===== src/rtl/branch_resolver_pkg.sv =====
// Types shared between the fetch-side predictor and the execute-side branch resolver.
package branch_resolver_pkg;
    localparam int PC_WIDTH        = 32;
    localparam int PHT_INDEX_WIDTH = 4;

    typedef logic [PC_WIDTH-1:0] Pc;
    typedef logic [1:0]          PhtCounter;

    localparam PhtCounter PHT_COUNTER_MAX = 2'd3;
    localparam PhtCounter PHT_COUNTER_MIN = 2'd0;

    typedef struct packed {
        logic                       isBranchTakenPredicted;
        logic                       isNextPcPredicted;
        Pc                          predictedNextPC;
        logic [PHT_INDEX_WIDTH-1:0] globalBranchHistory;
    } BranchPredict;

    typedef struct packed {
        Pc            pc;
        logic         taken;
        Pc            target;
        BranchPredict predict;
    } BranchResolveInfo;
endpackage


===== src/rtl/branch_resolver_pht_counter_update.sv =====
// Saturating 2-bit counter next-value logic for the pattern history table.
module pht_counter_update
    import branch_resolver_pkg::*;
(
    input  PhtCounter current_value,
    input  logic      taken,
    output PhtCounter next_value
);
    always_comb begin
        next_value = current_value;
        if (taken) begin
            if (current_value != PHT_COUNTER_MAX) next_value = current_value + 2'd1;
        end else if (current_value != PHT_COUNTER_MIN) begin
            next_value = current_value - 2'd1;
        end
    end
endmodule


===== src/rtl/branch_resolver.sv =====
// Resolves branches against their fetch prediction: redirects on a miss, trains the PHT
// (read-modify-write with forwarding), writes the BTB and restores the global history.
module branch_resolver #(
    parameter int PHT_INDEX_WIDTH = 4,
    parameter int CNT_WIDTH       = 32
) (
    input  logic                             clk,
    input  logic                             rst,
    input  logic                             resolveValid,
    input  logic                             resolveIsBranch,
    input  branch_resolver_pkg::Pc           resolvePc,
    input  logic                             resolveTaken,
    input  branch_resolver_pkg::Pc           resolveTarget,
    input  branch_resolver_pkg::BranchPredict resolvePredict,
    output logic [PHT_INDEX_WIDTH-1:0]       phtReadIndex,
    input  logic [1:0]                       phtReadData,
    output logic                             phtWe,
    output logic [PHT_INDEX_WIDTH-1:0]       phtWriteIndex,
    output logic [1:0]                       phtWriteData,
    output logic                             btbWe,
    output branch_resolver_pkg::Pc           btbWritePc,
    output branch_resolver_pkg::Pc           btbWriteTarget,
    output logic                             redirectValid,
    output branch_resolver_pkg::Pc           redirectPc,
    output logic                             ghrRestoreValid,
    output logic [PHT_INDEX_WIDTH-1:0]       ghrRestore,
    output logic [CNT_WIDTH-1:0]             branchCount,
    output logic [CNT_WIDTH-1:0]             mispredictCount
);
    import branch_resolver_pkg::*;

    localparam int IW = PHT_INDEX_WIDTH;

    BranchResolveInfo resolve_info;
    logic             capture;
    logic [IW-1:0]    index_in;
    logic             direction_miss;
    logic             target_miss;
    logic             need_redirect;

    assign resolve_info = '{pc: resolvePc, taken: resolveTaken, target: resolveTarget,
                            predict: resolvePredict};

    // A resolve seen while a redirect is out is on the wrong path and is ignored entirely.
    assign capture  = resolveValid && resolveIsBranch && !redirectValid;
    assign index_in = resolve_info.pc[IW+1:2] ^ resolve_info.predict.globalBranchHistory[IW-1:0];
    assign phtReadIndex = index_in;

    assign direction_miss = resolve_info.predict.isBranchTakenPredicted != resolve_info.taken;
    assign target_miss    = resolve_info.taken && resolve_info.predict.isBranchTakenPredicted &&
                            (!resolve_info.predict.isNextPcPredicted ||
                             resolve_info.predict.predictedNextPC != resolve_info.target);
    assign need_redirect  = direction_miss || target_miss;

    logic          s1_valid;
    logic          s1_taken;
    logic [IW-1:0] s1_index;
    logic          fwd_valid;
    logic [IW-1:0] fwd_index;
    PhtCounter     fwd_data;
    PhtCounter     counter_in;
    PhtCounter     counter_next;

    always_ff @(posedge clk or posedge rst) begin
        if (rst) begin
            s1_valid        <= 1'b0;
            s1_taken        <= 1'b0;
            s1_index        <= '0;
            redirectValid   <= 1'b0;
            redirectPc      <= '0;
            ghrRestoreValid <= 1'b0;
            ghrRestore      <= '0;
            btbWe           <= 1'b0;
            btbWritePc      <= '0;
            btbWriteTarget  <= '0;
            branchCount     <= '0;
            mispredictCount <= '0;
            fwd_valid       <= 1'b0;
            fwd_index       <= '0;
            fwd_data        <= '0;
        end else begin
            s1_valid        <= capture;
            redirectValid   <= capture && need_redirect;
            ghrRestoreValid <= capture && need_redirect;
            btbWe           <= capture && resolve_info.taken;
            if (capture) begin
                s1_taken    <= resolve_info.taken;
                s1_index    <= index_in;
                branchCount <= branchCount + CNT_WIDTH'(1);
            end
            if (capture && direction_miss)
                mispredictCount <= mispredictCount + CNT_WIDTH'(1);
            if (capture && need_redirect) begin
                redirectPc <= resolve_info.taken ? resolve_info.target
                                                 : resolve_info.pc + PC_WIDTH'(4);
                ghrRestore <= {resolve_info.predict.globalBranchHistory[IW-2:0], resolve_info.taken};
            end
            if (capture && resolve_info.taken) begin
                btbWritePc     <= resolve_info.pc;
                btbWriteTarget <= resolve_info.target;
            end
            // The RAM read for S1 was issued before last cycle's write landed, so remember that write.
            fwd_valid <= phtWe;
            fwd_index <= phtWriteIndex;
            fwd_data  <= phtWriteData;
        end
    end

    assign counter_in = (fwd_valid && fwd_index == s1_index) ? fwd_data : phtReadData;

    pht_counter_update u_counter_update (
        .current_value (counter_in),
        .taken         (s1_taken),
        .next_value    (counter_next)
    );

    assign phtWe         = s1_valid;
    assign phtWriteIndex = s1_valid ? s1_index : '0;
    assign phtWriteData  = s1_valid ? counter_next : '0;
endmodule

===== config.mk =====
export PLATFORM = sky130hd
export DESIGN_NAME = branch_resolver
export DESIGN_NICKNAME = d
export VERILOG_FILES = /design/src/rtl/branch_resolver_pkg.sv /design/src/rtl/branch_resolver_pht_counter_update.sv /design/src/rtl/branch_resolver.sv
export SDC_FILE = /design/constraint.sdc
export NUM_CORES = 1
export LEC_CHECK = 0
export CAP_MARGIN = 20
export CORE_MARGIN = 5
export CORE_UTILIZATION = 30
export CTS_BUF_LIST = sky130_fd_sc_hd__clkbuf_2
export DETAILED_ROUTE_END_ITERATION = 8
export PLACE_DENSITY = 0.55
export SYNTH_ARGS = -nofsm -noshare
export SYNTH_HDL_FRONTEND = slang
export SYNTH_SLANG_ARGS = --single-unit

===== constraint.sdc =====
create_clock -name clk -period 6.7 [get_ports clk]
set_input_delay 1.005 -clock clk [delete_from_list [all_inputs] [get_ports clk]]
set_output_delay 1.005 -clock clk [all_outputs]
set_load 0.05 [all_outputs]

==> summary.txt <==
CTS Buf Count: 17
CP peak stage delay: 0.80 ns
RSZ-0062 raised after global routing: false
row count: 61
final setup fails: 0
critical path type: reg -> out
Die Footprint: 31,700 µm²
Avg Cell Area, Syn: 11.8 µm²
Post-Synthesis Cells: 714
number of H-tree levels: 4
worst path cell trace: a222oi_1 -> nor4b_1 -> nor3b_1 -> o21a_1 -> clkdlybuf4s50_1
Syn Nets: 827
largest net degree at the start of global routing: 93
placed cells: 1,358
CP startpoint kind: register
Period minus WS final: 4.33 ns
area leader, netlist: dfrtp_1
Layout fillers: 2,699
clock skew: 0.0564 ns
Sw Ratio: 0.434
Pre-Repair DR Iteration Count: 4
f_max: 0.231 GHz
Core Area: 27,800 µm²
Critical Path RT: 5.69 ns
GR Util All Layers: 0.168
MaxCap Viol Count: 0
CTS tree: done
wire length per cell: 19.0 µm
buffers added on ports: 286
slew margin rel.: 0.335
Psw: 1.51 mW
vias in the first global route: 6,622
IO Pins: 287
pwr/cell area: 290 nW/µm²
Main synth FF type: dfrtp_1
Worst VDD drop: 0.132 mV
ys async rst share: 1.00
cts repair resizes: 0
Netlist cell types: 35
synth warn: 0
number of flops mapped to enable cells by yosys: 0
final number of hold-violating endpoints: 0
setup_tns: 0 ns
die width: 178 µm
Final Instance Count excl. Fillers: 1,393
hold_buf cts: 0
Via density: 4.57
routed vias: 6,363
outcome: finished, final reports clean
initial antenna violation count: 3
share of cells above drive strength 1: 0.150
Slew Viols, Final: 0
Clock transition at path regs: 0.35 ns
WL final: 26,500 µm
sequential share of the synthesized area: 0.530
die height: 178 µm
leak pwr: 5.05 nW
worst skew pair latency: 0.77 ns
clock sinks: 179
Worst setup EP type: output pin
P_int: 1.97 mW
Mapped Area: 8460 µm²
initial core utilization: 0.304
Area contributors post-synth: dfrtp_1 53%, mux2_2 10%, xor2_1 7.2%
CP Max Fanout: 4
most numerous cell in the Yosys netlist: dfrtp_1
Yosys top cell area share: 0.530
Area Growth Syn to Fin: 42.1%
Residual DRC: 0
crit path DAT: 3.33 ns
Worst-Margin Slew: 0.997 ns
hpwl dp: 20,200 µm
first-pass GRT wire length: 40,500 µm
Hold Path Class: reg -> reg
number of post-CTS setup repair buffers: 0
clk buf depth: 2
top post-synthesis cells by count: 179 x dfrtp_1, 79 x nand2_1, 75 x mux2_2, 70 x xor2_1, 57 x xnor2_1
total grt overflow: 0
slowest cell on the critical path: clkdlybuf4s50_1
1st-iter DRT viols: 370
clock share of power: 0.185
combinational power share: 0.419
period utilization: 0.647
share of total power in sequential cells: 0.396
synthesis-stage register bit count: 179
gpl congestion: 0.823
clock root buffer: clkbuf_2
DRT antenna net count: 0
# nets final: 1,112
## layout make-up
type	instances	area [µm²]	share of cell area
clock buffer	17	85.1	0.00708
tap	378	473	0.0394
sequential	179	4480	0.373
antenna	3	7.51	0.000625
multi-input combinational	499	3810	0.317
timing repair buffer	291	2900	0.242
inverter	11	48.8	0.00406
clock inverter	15	206	0.0172
## power by group through the flow
stage	clock, mW	sequential (mW)	combinational [mW]
global placement	0	1.39	1.48
CTS	0.684	1.38	1.48
floorplan	0	1.99	0.307
global route	0.729	1.41	1.53
finish	0.643	1.38	1.46
detailed placement	0	1.40	1.48
## critical path: cells and delay by family (launching register included)
kind | cells | cell delay [ns]
simple gates | 2 | 0.84
buf+inv | 1 | 0.80
flops | 1 | 0.47
compound gates | 2 | 0.47
## routing by layer
layer	vias up	global-route usage	wire [µm]
met3	16	0.0607	2210
met5	-	0	0
met4	0	0.0345	272
met2	212	0.269	12400
li1	3035	-	-
met1	3100	0.221	11600
## worst paths after layout
kind | from | end | slack [ns] | cells past startpoint
max | s1_index[0] | phtWriteData[1] | 2.37 | 5
min | branchCount[31] | branchCount[31] | 0.49 | 1
max reg2reg | ghrRestoreValid | redirectPc[31] | 4.26 | 5
min reg2reg | branchCount[31] | branchCount[31] | 0.49 | 1
max in group asynchronous | rst | mispredictCount[12] | 4.76 | 3
min in group asynchronous | rst | branchCount[19] | 0.67 | 2
## cells by family after synthesis
group | count (synthesis) | share of synthesized area
adders and majority gates | 4 | 0.00592
muxes | 104 | 0.151
buffers and inverters | 36 | 0.0204
and+or+nand+nor | 225 | 0.137
AOI/OAI and AO/OA | 39 | 0.0244
xor gates and xnor gates | 127 | 0.131
DFF | 179 | 0.530
## registers in the layout, summed over array words and instances, names as in the netlist
name	cells
fwd_data	2
fwd_index	4
phtWe	1
branchCount	32
btbWe	1
mispredictCount	32
btbWritePc	32
ghrRestoreValid	1
ghrRestore	4
fwd_valid	1
btbWriteTarget	32
s1_taken	1
s1_index	4
redirectPc	32
## layout by cell type (no fill, tap or decap), types with 6 or more instances in the layout
cell type	n
o21ai_0	31
mux2_4	29
and2_1	6
nand3_1	36
clkdlybuf4s50_1	285
and4_1	8
nor2_1	28
nand2_1	78
mux2_2	75
inv_1	9
xnor2_1	57
nand4_1	28
xor2_1	70
dfrtp_1	179
clkbuf_2	17
and3_1	18
nor4_1	7
## through the flow
step / hold slack, ns / setup slack, ns / power (mW) / utilization / area, µm²
final: 0.494 / 2.37 / 3.48 / 0.433 / 12000
after global routing: 0.522 / 1.98 / 3.66 / 0.433 / 12000
after CTS: 0.493 / 2.21 / 3.55 / 0.432 / 12000
after detailed placement: 0.467 / 2.62 / 2.87 / 0.422 / 11700
after global placement: 0.464 / 2.33 / 2.87 / 0.421 / 11700
after floorplan: 0.477 / 0.836 / 2.30 / - / 8460
Power figures use the tool's default switching activity.
==> variant 1, RTL diff (same settings) <==
`PHT_INDEX_WIDTH` is set to 4 in 2 places; all go to 3.
--- a/src/rtl/branch_resolver_pkg.sv
+++ b/src/rtl/branch_resolver_pkg.sv
@@ -2,5 +2,5 @@
 package branch_resolver_pkg;
     localparam int PC_WIDTH        = 32;
-    localparam int PHT_INDEX_WIDTH = 4;
+    localparam int PHT_INDEX_WIDTH = 3;
 
     typedef logic [PC_WIDTH-1:0] Pc;
--- a/src/rtl/branch_resolver.sv
+++ b/src/rtl/branch_resolver.sv
@@ -2,5 +2,5 @@
 // (read-modify-write with forwarding), writes the BTB and restores the global history.
 module branch_resolver #(
-    parameter int PHT_INDEX_WIDTH = 4,
+    parameter int PHT_INDEX_WIDTH = 3,
     parameter int CNT_WIDTH       = 32
 ) (
Ports: changed (resized ghrRestore, phtReadIndex, phtWriteIndex and resolvePredict); port bits go from 287 to 283. The function was not compared with the original's and may differ.
==> variant 1 against the unedited design <==
Via count is 3.1% lower. Global-route usage grew 0.053 points. Wire length shrank 0.57%. Core utilization shrank 0.35 points. First-iteration DRC count is 31% lower. Total power fell by 0.40%. Count of clock-buffer cells in the layout unchanged. Critical path depth increased by 1. Final area shrank 1.1%. Area after synthesis is 0.86% lower. Worst setup slack improved by 0.29 ns. Sequential cell count decreased by 3.
==> variant 1: results (changes against the unedited design) <==
[outcome]
status = finished, final reports clean  ; unchanged

[global_routing]
grt_max_degree = 111  ; was 93
use_met2 = 0.265  ; was 0.269
grt_use_met1 = 0.227  ; was 0.221
grt_pass1_wl_um = 40300  ; was 40500 µm
grt_use_met3 = 0.0600  ; was 0.0607
grt_pass1_vias = 6552  ; was 6622

[worst_setup_path]
slowest_delay_ns = 0.86  ; was 0.80 ns
cpLargestDelayFamily = buffers and inverters  ; was simple AND/OR/NAND/NOR gates
endpoint = phtWriteData[0]  ; was phtWriteData[1]
crit_start = s1_index[2]  ; was s1_index[0]
r2r-end = ghrRestore[2]  ; was redirectPc[31]
rrSetupSlack_ns = 3.97  ; was 4.26 ns

[clocking]
insertion_delay_ns = 0.71  ; was 0.77 ns
clk_pin_slew_ns = 0.30  ; was 0.35 ns

[routing]
via_count = 6165  ; was 6363
route.met2.wl_um = 12200  ; was 12400 µm
wl_per_cell_um = 19.3  ; was 19.0 µm

[place]
preCtsSetupSlack_ns = 2.53  ; was 2.62 ns
io_buffers = 282  ; was 286
dp_hpwl_um = 20000  ; was 20200 µm
gp_congestion = 0.802  ; was 0.823

[synth]
ys_seq_area_frac = 0.525  ; was 0.530
syn_area_per_cell_um2 = 12.1  ; was 11.8 µm²
synth_area_leaders = dfrtp_1 53%, mux2_2 10%, xor2_1 7.3%, xnor2_1 6.1%, mux2_4 5.2%  ; was dfrtp_1 53%, mux2_2 10%, xor2_1 7.2%, xnor2_1 5.9%, mux2_4 5.1%

[cells_and_area]
inverters = 6  ; was 11
nFillCells = 2652  ; was 2699
seq_area_frac = 0.370  ; was 0.373
drive_gt1_frac = 0.160  ; was 0.150
area_delta_synth_final_pct = 41.8  ; was 42.1%

[pwr]
ir_drop_mv = 0.121  ; was 0.132 mV
power.density_mw_per_mm2 = 292  ; was 290 mW/mm²
power.leakage_nw = 5.01  ; was 5.05 nW

[timing]
final.min_clock_period_ns = 4.04  ; was 4.33 ns
whs_ns = 0.486  ; was 0.494 ns
worstMarginPinSlew_ns = 1.04  ; was 0.997 ns

## variant 1: cell count changes in the layout (fill, tap and decap cells not counted), sizes merged, moves of 3 or more
cell / unedited run / this run
clkdlybuf4s50: 285 / 281
inv: 18 / 13
clkinv: 6 / 2
a21oi: 4 / 0
and3: 18 / 9
nor2: 28 / 24
dfrtp: 179 / 176
nand4: 28 / 32
bufinv: 1 / 4
nand3: 36 / 31
## variant 1: kinds of logic after synthesis
kind of cell	Yosys count	share of synthesized area
mux	105	0.154
flops	176	0.525
simple gates	217	0.144
compound gates	34	0.0209
xor+xnor	128	0.134
buf+inv	27	0.0166
fa+ha+maj	4	0.00597
## variant 1: report_power, final
part,internal (mW),total [mW],switching [mW]
Clock,0.254,0.665,0.411
Sequential,1.24,1.36,0.124
Combinational,0.532,1.44,0.909
Total,2.02,3.47,1.44
==> variant 2, RTL diff (same settings) <==
Without the edit above. Register the input `resolvePredict` before use, without a reset. The logic sees it one clock later. The other inputs are not delayed to match.
--- a/src/rtl/branch_resolver.sv
+++ b/src/rtl/branch_resolver.sv
@@ -32,4 +32,10 @@
     localparam int IW = PHT_INDEX_WIDTH;
 
+    branch_resolver_pkg::BranchPredict resolvePredict_q;
+
+    always_ff @(posedge clk) begin
+        resolvePredict_q <= resolvePredict;
+    end
+
     BranchResolveInfo resolve_info;
     logic             capture;
@@ -40,5 +46,5 @@
 
     assign resolve_info = '{pc: resolvePc, taken: resolveTaken, target: resolveTarget,
-                            predict: resolvePredict};
+                            predict: resolvePredict_q};
 
     // A resolve seen while a redirect is out is on the wrong path and is ignored entirely.
Check against the original RTL: not equivalent (Yosys sat finds a counterexample within 4 cycles, from zero or initial values and one cycle with rst high).
==> variant 2 against the unedited design <==
Fmax decreased by 3.1%. Area after synthesis increased by 11%. Worst setup slack worse by 0.14 ns. Via count is 8.4% higher. Core utilization shrank 0.50 points. Sequential cell count rose by 38. Wire length up 5.3%. Total power up 16%. Register-to-register slack worse by 0.23 ns. Final area grew 9.4%. Largest power group is now registers.
==> variant 2: results (changes against the unedited design) <==
[cells_and_area]
drive_gt1_frac = 0.204  ; was 0.150
final_nets = 1192  ; was 1112

[timing]
fin_skew_ns = 0.0686  ; was 0.0564 ns
worstMarginPinSlew_ns = 0.974  ; was 0.997 ns
clock.fmax_mhz = 224  ; was 231 MHz

[place]
gp_congestion = 0.739  ; was 0.823
place_area_mm2 = 0.0126  ; was 0.0117 mm²
dp_cells = 1415  ; was 1358
preCtsSetupSlack_ns = 2.79  ; was 2.62 ns
dp_hpwl_um = 20600  ; was 20200 µm

[pwr]
power.share.combinational = 0.359  ; was 0.419
ir_drop_mv = 0.161  ; was 0.132 mV
power.leakage_nw = 5.68  ; was 5.05 nW
power.density_mw_per_mm2 = 308  ; was 290 mW/mm²
pwr-share-clk = 0.240  ; was 0.185

[clocking]
clk_pin_slew_ns = 0.11  ; was 0.35 ns
insertion_delay_ns = 0.83  ; was 0.77 ns
h-tree-depth = 2  ; was 4
clock_path_buffers = 3  ; was 2
cts_root_buf = clkbuf_2  ; unchanged

[synth]
syn_nets = 867  ; was 827
synth_xor_area_frac = 0.119  ; was 0.131
synth_area_leaders = dfrtp_1 48%, mux2_2 9.1%, xnor2_1 8.4%, dfxtp_1 8.1%, mux2_4 4.6%  ; was dfrtp_1 53%, mux2_2 10%, xor2_1 7.2%, xnor2_1 5.9%, mux2_4 5.1%
synth_common_cells = 179 x dfrtp_1, 90 x xnor2_1, 76 x mux2_2, 74 x nand2_1, 38 x dfxtp_1  ; was 179 x dfrtp_1, 79 x nand2_1, 75 x mux2_2, 70 x xor2_1, 57 x xnor2_1
synth_cell_type_count = 45  ; was 35
syn_area_per_cell_um2 = 12.4  ; was 11.8 µm²
synth_compound_area_frac = 0.0238  ; was 0.0244
synth-async-reset-ratio = 0.825  ; was 1.00
synthAdderAreaFrac = 0.00534  ; was 0.00592
muxShareOfSynthArea = 0.138  ; was 0.151

[routing]
first_iter_violations = 247  ; was 370
drt-pass1-iter-count = 6  ; was 4
via_count = 6898  ; was 6363
wl_per_cell_um = 18.3  ; was 19.0 µm

[worst_setup_path]
r2r-end = redirectPc[29]  ; was redirectPc[31]
reg2reg_depth = 6  ; was 5
r2r_start = resolvePredict_q[37]  ; was ghrRestoreValid
critPathArrivalTime_ns = 3.47  ; was 3.33 ns

[global_routing]
antenna_found_initial = 5  ; was 3
grt_pass1_wl_um = 43600  ; was 40500 µm
grt_pass1_vias = 7560  ; was 6622
gr-usage-all-layers = 0.157  ; was 0.168

[outcome]
status = finished, final reports clean  ; unchanged

## variant 2: worst min path at each step
stage,to,slack (ns),startpoint
2_1_floorplan,s1_index[0],0.47,s1_index[0]
3_3_place_gp,mispredictCount[31],0.46,mispredictCount[31]
3_5_place_dp,mispredictCount[31],0.46,mispredictCount[31]
4_1_cts,resolvePredict_q[5],0.46,resolvePredict[5]
5_1_grt,resolvePredict_q[27],0.49,resolvePredict[27]
6_report,mispredictCount[31],0.47,mispredictCount[31]
## variant 2: area by class of cell
cell class              count  share of cell area
repair buffers            290               0.220
inverters                  12             0.00381
well taps                 396              0.0377
clock buffers              99              0.0377
multi-input cells         500               0.298
flip-flops and latches    217               0.399
clock inverters             8             0.00466
diodes                      1            0.000190
## variant 2: metal layers
layer  vias up  part of all wire  GRT usage  wire length (µm)
met1      3272              0.42      0.191             11700
met5         -            0.0013          0                35
li1       3291                 -          -                 -
met2       258              0.45      0.248             12700
met3        69              0.10     0.0746              2850
met4         8             0.023     0.0481               646
